$ cat src/rtl/except_issue_pkg.sv
// Shared definitions for the CP0 exception-issue block: excepttype codes, info-word layout
// and sequencing FSM states.
package except_issue_pkg;

  localparam int unsigned EXCEPT_WD   = 44;
  localparam int unsigned IdxDs       = 43;
  localparam int unsigned IdxWe       = 42;
  localparam int unsigned WaddrLsb    = 37;
  localparam int unsigned RaddrLsb    = 32;
  localparam int unsigned NumExcTypes = 9;

  localparam logic [31:0] ExcInterrupt   = 32'h0000_0001;
  localparam logic [31:0] ExcPcAssert    = 32'h0000_0002;
  localparam logic [31:0] ExcLoadAssert  = 32'h0000_0004;
  localparam logic [31:0] ExcStoreAssert = 32'h0000_0008;
  localparam logic [31:0] ExcSyscall     = 32'h0000_0010;
  localparam logic [31:0] ExcBreak       = 32'h0000_0020;
  localparam logic [31:0] ExcInvalidInst = 32'h0000_0040;
  localparam logic [31:0] ExcOv          = 32'h0000_0080;
  localparam logic [31:0] ExcEret        = 32'h0000_0100;

  // Bit positions inside the raw 8-bit flag vector.
  localparam int unsigned FlagAdelIf = 0;
  localparam int unsigned FlagRi     = 1;
  localparam int unsigned FlagSys    = 2;
  localparam int unsigned FlagBrk    = 3;
  localparam int unsigned FlagOv     = 4;
  localparam int unsigned FlagAdelLd = 5;
  localparam int unsigned FlagAdes   = 6;
  localparam int unsigned FlagEret   = 7;

  typedef enum logic [1:0] {
    StIdle,
    StFlush,
    StRedirect
  } state_e;

  function automatic logic [EXCEPT_WD-1:0] pack_info(input logic        ds,
                                                     input logic        we,
                                                     input logic [4:0]  waddr,
                                                     input logic [4:0]  raddr,
                                                     input logic [31:0] et);
    return {ds, we, waddr, raddr, et};
  endfunction

endpackage

$ cat src/rtl/except_issue_if.sv
// Bundle, CP0 and fetch-redirect signals of except_issue; master is the block itself,
// slave is the surrounding pipeline/CP0/IF environment.
interface except_issue_if;
  import except_issue_pkg::*;

  logic                 in_valid;
  logic                 in_ready;
  logic [31:0]          pc_i1, pc_i2;
  logic                 ds_i1, ds_i2;
  logic [7:0]           exc_i1, exc_i2;
  logic                 mtc0_i1, mtc0_i2;
  logic                 mfc0_i1, mfc0_i2;
  logic [4:0]           cp0addr_i1, cp0addr_i2;
  logic [31:0]          badaddr_i1, badaddr_i2;
  logic [EXCEPT_WD-1:0] exceptinfo_o1, exceptinfo_o2;
  logic [31:0]          pc_o1, pc_o2;
  logic [31:0]          badaddr_o1, badaddr_o2;
  logic                 to_be_flushed;
  logic [31:0]          new_pc;
  logic                 flush_o;
  logic                 redirect_valid;
  logic [31:0]          redirect_pc;
  logic                 if_ready;

  modport master (
    input  in_valid, pc_i1, pc_i2, ds_i1, ds_i2, exc_i1, exc_i2, mtc0_i1, mtc0_i2,
           mfc0_i1, mfc0_i2, cp0addr_i1, cp0addr_i2, badaddr_i1, badaddr_i2,
           to_be_flushed, new_pc, if_ready,
    output in_ready, exceptinfo_o1, exceptinfo_o2, pc_o1, pc_o2, badaddr_o1, badaddr_o2,
           flush_o, redirect_valid, redirect_pc
  );

  modport slave (
    output in_valid, pc_i1, pc_i2, ds_i1, ds_i2, exc_i1, exc_i2, mtc0_i1, mtc0_i2,
           mfc0_i1, mfc0_i2, cp0addr_i1, cp0addr_i2, badaddr_i1, badaddr_i2,
           to_be_flushed, new_pc, if_ready,
    input  in_ready, exceptinfo_o1, exceptinfo_o2, pc_o1, pc_o2, badaddr_o1, badaddr_o2,
           flush_o, redirect_valid, redirect_pc
  );

endinterface

$ cat src/rtl/except_prio_enc.sv
// Per-slot priority encoder: raw exception flags to one-hot excepttype (0 when none).
module except_prio_enc
  import except_issue_pkg::*;
(
  input  logic [7:0]  flags_i,
  output logic [31:0] excepttype_o
);

  always_comb begin
    excepttype_o = '0;
    if      (flags_i[FlagAdelIf]) excepttype_o = ExcPcAssert;
    else if (flags_i[FlagRi])     excepttype_o = ExcInvalidInst;
    else if (flags_i[FlagSys])    excepttype_o = ExcSyscall;
    else if (flags_i[FlagBrk])    excepttype_o = ExcBreak;
    else if (flags_i[FlagOv])     excepttype_o = ExcOv;
    else if (flags_i[FlagAdelLd]) excepttype_o = ExcLoadAssert;
    else if (flags_i[FlagAdes])   excepttype_o = ExcStoreAssert;
    else if (flags_i[FlagEret])   excepttype_o = ExcEret;
  end

endmodule

$ cat src/rtl/except_issue.sv
// MEM/WB-side CP0 exception issue: encodes and registers per-slot info words, then sequences
// flush and fetch redirect. Optional per-type flush statistics under EXCEPT_STAT_EN.
module except_issue
  import except_issue_pkg::*;
#(
  parameter int unsigned FLUSH_CYCLES = 1
) (
  input  logic           clk,
  input  logic           rst,
  except_issue_if.master eif
`ifdef EXCEPT_STAT_EN
  ,
  input  logic [3:0]     stat_sel,
  output logic [15:0]    stat_cnt
`endif
);

  localparam int unsigned CntW = $clog2(FLUSH_CYCLES + 1);
  localparam logic [CntW-1:0] FlushLast = CntW'(FLUSH_CYCLES - 1);

  logic [31:0]          et1, et2;
  logic [EXCEPT_WD-1:0] word1, word2;
  logic                 load;

  state_e               state_q, state_d;
  logic [CntW-1:0]      cnt_q, cnt_d;
  logic [31:0]          rpc_q, rpc_d;

  logic                 valid_q;
  logic [EXCEPT_WD-1:0] info1_q, info2_q;
  logic [31:0]          pc1_q, pc2_q, bad1_q, bad2_q;

  except_prio_enc u_enc1 (
    .flags_i      (eif.exc_i1),
    .excepttype_o (et1)
  );

  except_prio_enc u_enc2 (
    .flags_i      (eif.exc_i2),
    .excepttype_o (et2)
  );

  always_comb begin
    word1 = pack_info(eif.ds_i1, eif.mtc0_i1 && (et1 == '0),
                      eif.mtc0_i1 ? eif.cp0addr_i1 : 5'd0,
                      eif.mfc0_i1 ? eif.cp0addr_i1 : 5'd0, et1);
    word2 = pack_info(eif.ds_i2, eif.mtc0_i2 && (et2 == '0),
                      eif.mtc0_i2 ? eif.cp0addr_i2 : 5'd0,
                      eif.mfc0_i2 ? eif.cp0addr_i2 : 5'd0, et2);
    // Any older-slot exception (ERET included) kills the younger slot entirely.
    if (et1 != '0) word2 = '0;
  end

  assign eif.in_ready = (state_q == StIdle) && !eif.to_be_flushed;
  assign load         = eif.in_ready && eif.in_valid;

  // A flush request in any state (including a late interrupt) restarts the flush window.
  always_comb begin
    state_d = state_q;
    cnt_d   = cnt_q;
    rpc_d   = rpc_q;
    if (eif.to_be_flushed) begin
      state_d = StFlush;
      cnt_d   = '0;
      rpc_d   = eif.new_pc;
    end else begin
      unique case (state_q)
        StIdle: ;
        StFlush: begin
          if (cnt_q == FlushLast) begin
            state_d = StRedirect;
            cnt_d   = '0;
          end else begin
            cnt_d = cnt_q + CntW'(1);
          end
        end
        StRedirect: if (eif.if_ready) state_d = StIdle;
        default:    state_d = StIdle;
      endcase
    end
  end

  always_ff @(posedge clk) begin
    if (!rst) begin
      state_q <= StIdle;
      cnt_q   <= '0;
      rpc_q   <= '0;
      valid_q <= 1'b0;
      info1_q <= '0;
      info2_q <= '0;
      pc1_q   <= '0;
      pc2_q   <= '0;
      bad1_q  <= '0;
      bad2_q  <= '0;
    end else begin
      state_q <= state_d;
      cnt_q   <= cnt_d;
      rpc_q   <= rpc_d;
      valid_q <= load;
      if (load) begin
        info1_q <= word1;
        info2_q <= word2;
        pc1_q   <= eif.pc_i1;
        pc2_q   <= eif.pc_i2;
        bad1_q  <= eif.badaddr_i1;
        bad2_q  <= eif.badaddr_i2;
      end
    end
  end

  assign eif.exceptinfo_o1  = valid_q ? info1_q : '0;
  assign eif.exceptinfo_o2  = valid_q ? info2_q : '0;
  assign eif.pc_o1          = valid_q ? pc1_q : '0;
  assign eif.pc_o2          = valid_q ? pc2_q : '0;
  assign eif.badaddr_o1     = valid_q ? bad1_q : '0;
  assign eif.badaddr_o2     = valid_q ? bad2_q : '0;
  assign eif.flush_o        = (state_q == StFlush);
  assign eif.redirect_valid = (state_q == StRedirect);
  assign eif.redirect_pc    = (state_q == StRedirect) ? rpc_q : '0;

`ifdef EXCEPT_STAT_EN
  logic [NumExcTypes-1:0] pres_et;
  logic [15:0]            stat_q [NumExcTypes];

  // Slot 2 is only non-zero when slot 1 is clean, so at most one type is presented.
  assign pres_et = (eif.exceptinfo_o1[31:0] != '0) ? eif.exceptinfo_o1[NumExcTypes-1:0]
                                                   : eif.exceptinfo_o2[NumExcTypes-1:0];

  always_ff @(posedge clk) begin
    for (int i = 0; i < NumExcTypes; i++) begin
      if (!rst) begin
        stat_q[i] <= '0;
      end else if (eif.to_be_flushed && pres_et[i] && (stat_q[i] != 16'hffff)) begin
        stat_q[i] <= stat_q[i] + 16'd1;
      end
    end
  end

  always_comb begin
    stat_cnt = '0;
    for (int i = 0; i < NumExcTypes; i++) begin
      if (stat_sel == 4'(i)) stat_cnt = stat_q[i];
    end
  end
`endif

endmodule

$ cat src/flat_wrapper.sv
// flat-port wrapper written by rule: the top's interface ports become plain ports
module except_issue_flat import except_issue_pkg::*;
#(
  parameter int unsigned FLUSH_CYCLES = 1
)
  (clk, rst, eif_in_valid, eif_pc_i1, eif_pc_i2, eif_ds_i1, eif_ds_i2, eif_exc_i1, eif_exc_i2, eif_mtc0_i1, eif_mtc0_i2, eif_mfc0_i1, eif_mfc0_i2, eif_cp0addr_i1, eif_cp0addr_i2, eif_badaddr_i1, eif_badaddr_i2, eif_to_be_flushed, eif_new_pc, eif_if_ready, eif_in_ready, eif_exceptinfo_o1, eif_exceptinfo_o2, eif_pc_o1, eif_pc_o2, eif_badaddr_o1, eif_badaddr_o2, eif_flush_o, eif_redirect_valid, eif_redirect_pc);
  except_issue_if eif_i ();
  input  logic clk;
  input  logic rst;
  input wire logic [$bits(eif_i.in_valid)-1:0] eif_in_valid;
  input wire logic [$bits(eif_i.pc_i1)-1:0] eif_pc_i1;
  input wire logic [$bits(eif_i.pc_i2)-1:0] eif_pc_i2;
  input wire logic [$bits(eif_i.ds_i1)-1:0] eif_ds_i1;
  input wire logic [$bits(eif_i.ds_i2)-1:0] eif_ds_i2;
  input wire logic [$bits(eif_i.exc_i1)-1:0] eif_exc_i1;
  input wire logic [$bits(eif_i.exc_i2)-1:0] eif_exc_i2;
  input wire logic [$bits(eif_i.mtc0_i1)-1:0] eif_mtc0_i1;
  input wire logic [$bits(eif_i.mtc0_i2)-1:0] eif_mtc0_i2;
  input wire logic [$bits(eif_i.mfc0_i1)-1:0] eif_mfc0_i1;
  input wire logic [$bits(eif_i.mfc0_i2)-1:0] eif_mfc0_i2;
  input wire logic [$bits(eif_i.cp0addr_i1)-1:0] eif_cp0addr_i1;
  input wire logic [$bits(eif_i.cp0addr_i2)-1:0] eif_cp0addr_i2;
  input wire logic [$bits(eif_i.badaddr_i1)-1:0] eif_badaddr_i1;
  input wire logic [$bits(eif_i.badaddr_i2)-1:0] eif_badaddr_i2;
  input wire logic [$bits(eif_i.to_be_flushed)-1:0] eif_to_be_flushed;
  input wire logic [$bits(eif_i.new_pc)-1:0] eif_new_pc;
  input wire logic [$bits(eif_i.if_ready)-1:0] eif_if_ready;
  output wire logic [$bits(eif_i.in_ready)-1:0] eif_in_ready;
  output wire logic [$bits(eif_i.exceptinfo_o1)-1:0] eif_exceptinfo_o1;
  output wire logic [$bits(eif_i.exceptinfo_o2)-1:0] eif_exceptinfo_o2;
  output wire logic [$bits(eif_i.pc_o1)-1:0] eif_pc_o1;
  output wire logic [$bits(eif_i.pc_o2)-1:0] eif_pc_o2;
  output wire logic [$bits(eif_i.badaddr_o1)-1:0] eif_badaddr_o1;
  output wire logic [$bits(eif_i.badaddr_o2)-1:0] eif_badaddr_o2;
  output wire logic [$bits(eif_i.flush_o)-1:0] eif_flush_o;
  output wire logic [$bits(eif_i.redirect_valid)-1:0] eif_redirect_valid;
  output wire logic [$bits(eif_i.redirect_pc)-1:0] eif_redirect_pc;
  assign eif_i.in_valid = eif_in_valid;
  assign eif_i.pc_i1 = eif_pc_i1;
  assign eif_i.pc_i2 = eif_pc_i2;
  assign eif_i.ds_i1 = eif_ds_i1;
  assign eif_i.ds_i2 = eif_ds_i2;
  assign eif_i.exc_i1 = eif_exc_i1;
  assign eif_i.exc_i2 = eif_exc_i2;
  assign eif_i.mtc0_i1 = eif_mtc0_i1;
  assign eif_i.mtc0_i2 = eif_mtc0_i2;
  assign eif_i.mfc0_i1 = eif_mfc0_i1;
  assign eif_i.mfc0_i2 = eif_mfc0_i2;
  assign eif_i.cp0addr_i1 = eif_cp0addr_i1;
  assign eif_i.cp0addr_i2 = eif_cp0addr_i2;
  assign eif_i.badaddr_i1 = eif_badaddr_i1;
  assign eif_i.badaddr_i2 = eif_badaddr_i2;
  assign eif_i.to_be_flushed = eif_to_be_flushed;
  assign eif_i.new_pc = eif_new_pc;
  assign eif_i.if_ready = eif_if_ready;
  assign eif_in_ready = eif_i.in_ready;
  assign eif_exceptinfo_o1 = eif_i.exceptinfo_o1;
  assign eif_exceptinfo_o2 = eif_i.exceptinfo_o2;
  assign eif_pc_o1 = eif_i.pc_o1;
  assign eif_pc_o2 = eif_i.pc_o2;
  assign eif_badaddr_o1 = eif_i.badaddr_o1;
  assign eif_badaddr_o2 = eif_i.badaddr_o2;
  assign eif_flush_o = eif_i.flush_o;
  assign eif_redirect_valid = eif_i.redirect_valid;
  assign eif_redirect_pc = eif_i.redirect_pc;
  except_issue #(.FLUSH_CYCLES(FLUSH_CYCLES)) u_core (.clk(clk), .rst(rst), .eif(eif_i));
endmodule
$ cat config.mk
export PLATFORM = sky130hd
export DESIGN_NAME = except_issue_flat
export DESIGN_NICKNAME = d
export VERILOG_FILES = /design/src/rtl/except_issue_pkg.sv /design/src/rtl/except_issue_if.sv /design/src/rtl/except_prio_enc.sv /design/src/rtl/except_issue.sv /design/src/flat_wrapper.sv
export SDC_FILE = /design/constraint.sdc
export NUM_CORES = 1
export LEC_CHECK = 0
export BUFFER_PORTS_ARGS = -buffer_cell sky130_fd_sc_hd__buf_2
export CORE_AREA = 2 2 176 178
export CTS_CLUSTER_SIZE = 16
export DETAILED_ROUTE_END_ITERATION = 7
export DIE_AREA = 0 0 178 180
export PLACE_DENSITY = 0.67
export RECOVER_POWER = 25
export SYNTH_ARGS = -nofsm -noshare
export SYNTH_HDL_FRONTEND = slang
export SYNTH_HIERARCHICAL = 1
export SYNTH_SLANG_ARGS = --single-unit
$ cat constraint.sdc
create_clock -name clk -period 3.8 [get_ports clk]
set_input_delay 0.19 -clock clk [delete_from_list [all_inputs] [get_ports clk]]
set_output_delay 0.19 -clock clk [all_outputs]
set_load 0.05 [all_outputs]
Word-level counts from Yosys, hierarchy flattened
Cells that the tools add are included.
Word-level totals
  register bits: 252
Cells by class
  bitwise logic cells: 2
  multiplexer cells: 33
  reduce and logical (&&, ||, !) cells: 12
  add/sub/neg operators: 1
  equal/unequal tests: 7
Operators with widths (count)
  $mux W32: 19
  $mux W44: 3
  $logic_not A32 Y1: 2
  $reduce_bool A32 Y1: 1
  $mux W5: 4
  $mux W9: 2
  $ne A2 B2 Y1 const B: 3
  $ne A3 B3 Y1 const B: 2
  $pmux W2 S3: 1
  $reduce_and A3 Y1: 2
  $logic_and A1 B1 Y1: 4
  $mux W2: 2
  $eq A2 B1 Y1 const B: 1
  $eq A2 B2 Y1 const B: 1
  $logic_not A2 Y1: 1
  $mux W1: 2
  $not A1 Y1: 2
  $reduce_or A2 Y1: 1
  $add A1 B1 Y1 const B: 1
  $logic_not A1 Y1: 1

Logic depth before layout (Yosys ltp)
  depth in word-level cells: 11
  mapped depth: 7

By module
The synthesis kept the hierarchy.
By module, submodules not included
  except_issue: times used 1, sequential area each 5024.8 sq um, cells each 1387, area an instance 11365.9 sq um
  except_prio_enc: times used 2, sequential area each 0.0 sq um, cells each 35, area an instance 264.0 sq um

Least setup slack after synthesis
No wires, ideal clock.
  path type: reg-to-output
  start: register u_core.state_q[1]
  end: output port eif_redirect_pc[10]
  slack: 1.850 ns
  data arrival time: 1.760 ns
  cell stages (with the launch flop): 4
  buffers on the path: 1
  data required time: 3.610 ns
  cells stage by stage: dfxtp_1 nor2b_1 clkbuf_1 and2_1
On the way
  word-level cells in the longest chain between the ends: 2
RTL lines
  start: declaration: RTL line except_issue.sv:25  | state_e state_q, state_d;
  start signal: assignment: RTL line except_issue.sv:85  | state_q <= StIdle;
  start signal: assignment: RTL line except_issue.sv:96  | state_q <= state_d;
  $eq A2 B2 Y1
  net eif_redirect_valid: RTL line flat_wrapper.sv:36  | output wire logic [$bits(eif_i.redirect_valid)-1:0] eif_redirect_valid;
  $mux W32: RTL line except_issue.sv:119  | assign eif.redirect_pc = (state_q == StRedirect) ? rpc_q : '0;
  end: declaration: RTL line flat_wrapper.sv:37  | output wire logic [$bits(eif_i.redirect_pc)-1:0] eif_redirect_pc;
The timed path passes the listed nets, and every way through them passes these cells.

Final worst setup path
  start: input port eif_to_be_flushed
  end: register u_core.bad2_q[2]
On the way
  word-level cells in the longest chain between the ends: 3
RTL lines
  start: declaration: RTL line flat_wrapper.sv:25  | input wire logic [$bits(eif_i.to_be_flushed)-1:0] eif_to_be_flushed;
  $logic_not A1 Y1: RTL line except_issue.sv:54  | assign eif.in_ready = (state_q == StIdle) && !eif.to_be_flushed;
  $logic_and A1 B1 Y1: RTL line except_issue.sv:54
  $logic_and A1 B1 Y1: RTL line except_issue.sv:55  | assign load = eif.in_ready && eif.in_valid;
  end signal: assignment: RTL line except_issue.sv:106  | bad2_q <= eif.badaddr_i2;
  end: declaration: RTL line except_issue.sv:31  | logic [31:0] pc1_q, pc2_q, bad1_q, bad2_q;
Every way passes these cells.
A chain may end at the register's enable or synchronous reset.

==> run metrics <==
Final nets 2205; vias per std cell 4.786; EDFF count, synth 0; Worst-Margin Slew 2.264 ns; leakage 0.007564 uW; Routed met2 length 18.08 mm; sequential share of the synthesized area 42.25%; root buf cell clkbuf_16; Yosys reg bits 251; setup repair after global routing missed its margin no; die area 0.03204 mm2; R2R setup slack 0.95 ns; max layer used met4; worst flop-to-flop path startpoint u_core/state_q[0]$_SDFFE_PN0P_; vias in the first global route 11.44k; Worst Hold Class in -> reg; Area growth, synth to finish 40.63%; endpoint of the worst-slack reg-to-reg timing path u_core/bad2_q[2]$_SDFFE_PN0P_; synthesized cell area 0.01189 mm2; CP startpoint kind input port; largest net degree at the start of global routing 159; asr flop ratio synth 0%; Port Buffers 447; DR iter-0 viols 619; post-route ant nets 0; fillers 2659; Die Height 180 um; CP arrival 3.41 ns; Worst setup endpoint u_core/bad2_q[2]$_SDFFE_PN0P_; failing checks capacitance limit, slew limit; cts repair resizes 0; highest clock rate 333.3 MHz; fin crit period 3.001 ns; CTS tree built; worst-skew pair later-pin latency 0.54 ns; DR WL/cell 15.80 um; Simple-Gate Fraction of Synth Area 33.14%; Mapped Avg Cell Area 8.163 um2; deepest clock path buffer count 3; GRT Total Usage 22.59%; Rows 64; Setup TNS Final 0 ns; outcome complete, but fails checks; worst-path maximum fanout 82; via count 11.62k; Num CTS Buffers 29; commonest non-fill, non-tap cell in the layout buf_2; pre-CTS setup slack 1.078 ns; placed cell count 2193; YS warnings 6; drt first pass iters 5; WS Path Type in -> reg; Initial Util 39.40%; final hold vios 0; met1 WL 15.01 mm; XOR/XNOR Fraction of Synth Area 0%; Synth area leaders dfxtp_1 42%, and2_1 15%, nand2_1 13%; complex-gate fraction of the synthesized area 13.70%; Slew Limit Fails 214; # setup viols final 0; Mapped Cells 1457; filler-free cell count of the finished design 2428; WP data required 4.21 ns; placer congestion estimate 0.7973; Clk pin slew, worst setup/hold paths 0.06 ns; ys flop type dfxtp_1; Yosys cell types 32; die span in x 178 um; cell taking the most area after synthesis dfxtp_1; Setup crit start eif_to_be_flushed; Setup Fix Bufs, Post-CTS 0; period utilisation layout 78.96%; Post-Synth Adder-Cell Area 0%; Max Cap Viol 2; worst setup margin 0.7995 ns; # DRC 0; met3 WL 2.940 mm; post-synthesis mux area share 2.693%; Pwr Density 376.2 mW/mm2; Max VDD drop 327.3 uV; total gr overflow 0; first-pass GRT wire length 59.01 mm; main combinational cell family by area after synthesis simple AND/OR/NAND/NOR gates; layout cells sized above 1 24.32%; top-area cell type share of the netlist area 42.25%; worst r2r path cells 4; # clock sinks 251; DPL Wire Length 24.06 mm; most frequent cells in the layout 425 x buf_2, 407 x nand2_1, 250 x and2_1, 250 x dfxtp_1, 180 x dlygate4sd3_1; initial antenna violation count 5; Slew headroom -50.95%; CP endpoint kind register; htree depth 1; CORE AREA 0.03019 mm2; Routed WL 38.36 mm; clk_skew 0.01874 ns; IO Count 448
==> flip-flops by register name, summed over array words and instances, names as in the netlist, 2 cells and up <==
| name | count |
|---|---|
| u_core/info1_q | 44 |
| u_core/info2_q | 44 |
| u_core/bad1_q | 32 |
| u_core/bad2_q | 32 |
| u_core/pc1_q | 32 |
| u_core/pc2_q | 32 |
| u_core/rpc_q | 32 |
| u_core/state_q | 2 |
==> through the flow <==
stage                     total power [uW]  instance area, um2  hold WS, ns  util, %
after floorplan                       3212               12070       0.3248        -
after global placement                3351               13990       0.4305    46.34
after detailed placement              3363               13990       0.4362    46.34
after CTS                             6352               16760      0.01955    55.50
after global routing                  6545               16730      0.04577    55.40
final                                 6292               16730      0.04752    55.40
==> critical path, stage by stage <==
cell and delay, ns:
buf_2 0.77, or4b_2 1.59, buf_12 0.37, nand2_1 0.12, a21boi_0 0.33
==> per-layer routing <==
metal	global-route usage, %	vias to the layer above
li1	-	5707
met1	25.58	5337
met2	38.29	445
met3	5.859	131
met4	12.69	0
met5	0	-
==> synth_stat cells (4+ instances only) <==
cell type,n
nand2_1,407
buf_6,17
nand4_1,4
nor4_1,14
buf_4,51
a21boi_0,32
dfxtp_1,251
mux2i_1,32
buf_2,29
nand3_1,20
clkbuf_1,64
a21boi_1,139
nor4b_1,4
and2_1,284
nor2b_1,36
o31ai_1,44
==> timing repair <==
item	4_1_cts	5_1_grt
endpoints found under the hold margin	186	0
hold buffers	180	0
endpoints found under the setup margin	0	0
==> where the power goes <==
group	leakage [uW]	internal, uW	switching (uW)
Combinational	0.00504	331	360
Clock	0.000477	1690	1130
Sequential	0.00204	2730	52.4
Total	0.00756	4750	1540
==> worst min path at each step <==
stage                                                  to          startpoint  cells past startpoint
after global placement      u_core/pc1_q[28]$_SDFFE_PN0P_       eif_pc_i1[28]                      3
after detailed placement   u_core/bad2_q[28]$_SDFFE_PN0P_  eif_badaddr_i2[28]                      3
after global routing      u_core/info2_q[43]$_SDFFE_PN0P_           eif_ds_i2                      4
after floorplan             u_core/bad1_q[0]$_SDFFE_PN0P_   eif_badaddr_i1[0]                      2
final                     u_core/info2_q[43]$_SDFFE_PN0P_           eif_ds_i2                      4
after CTS                 u_core/info2_q[32]$_SDFFE_PN0P_         eif_mfc0_i2                      3
==> cell families (layout without fill, tap and decap cells) <==
logic type / Yosys count / count (layout)
other: 2 / 53
AOI/OAI and AO/OA: 217 / 217
and+or+nand+nor: 791 / 791
buffers and inverters: 164 / 688
DFF: 251 / 251
muxes: 32 / 32
==> final cells by class <==
cell class / instances / area [um2] / area share, %
clock buffer: 35 / 798.3 / 4.773
multi-input combinational: 1088 / 6077 / 36.33
tap: 396 / 495.5 / 2.962
clock inverter: 15 / 166.4 / 0.9949
antenna: 5 / 12.51 / 0.07481
inverter: 1 / 3.754 / 0.02244
timing repair buffer: 637 / 4146 / 24.79
sequential: 251 / 5026 / 30.05
Note: power is estimated with default switching activity, not from simulation.
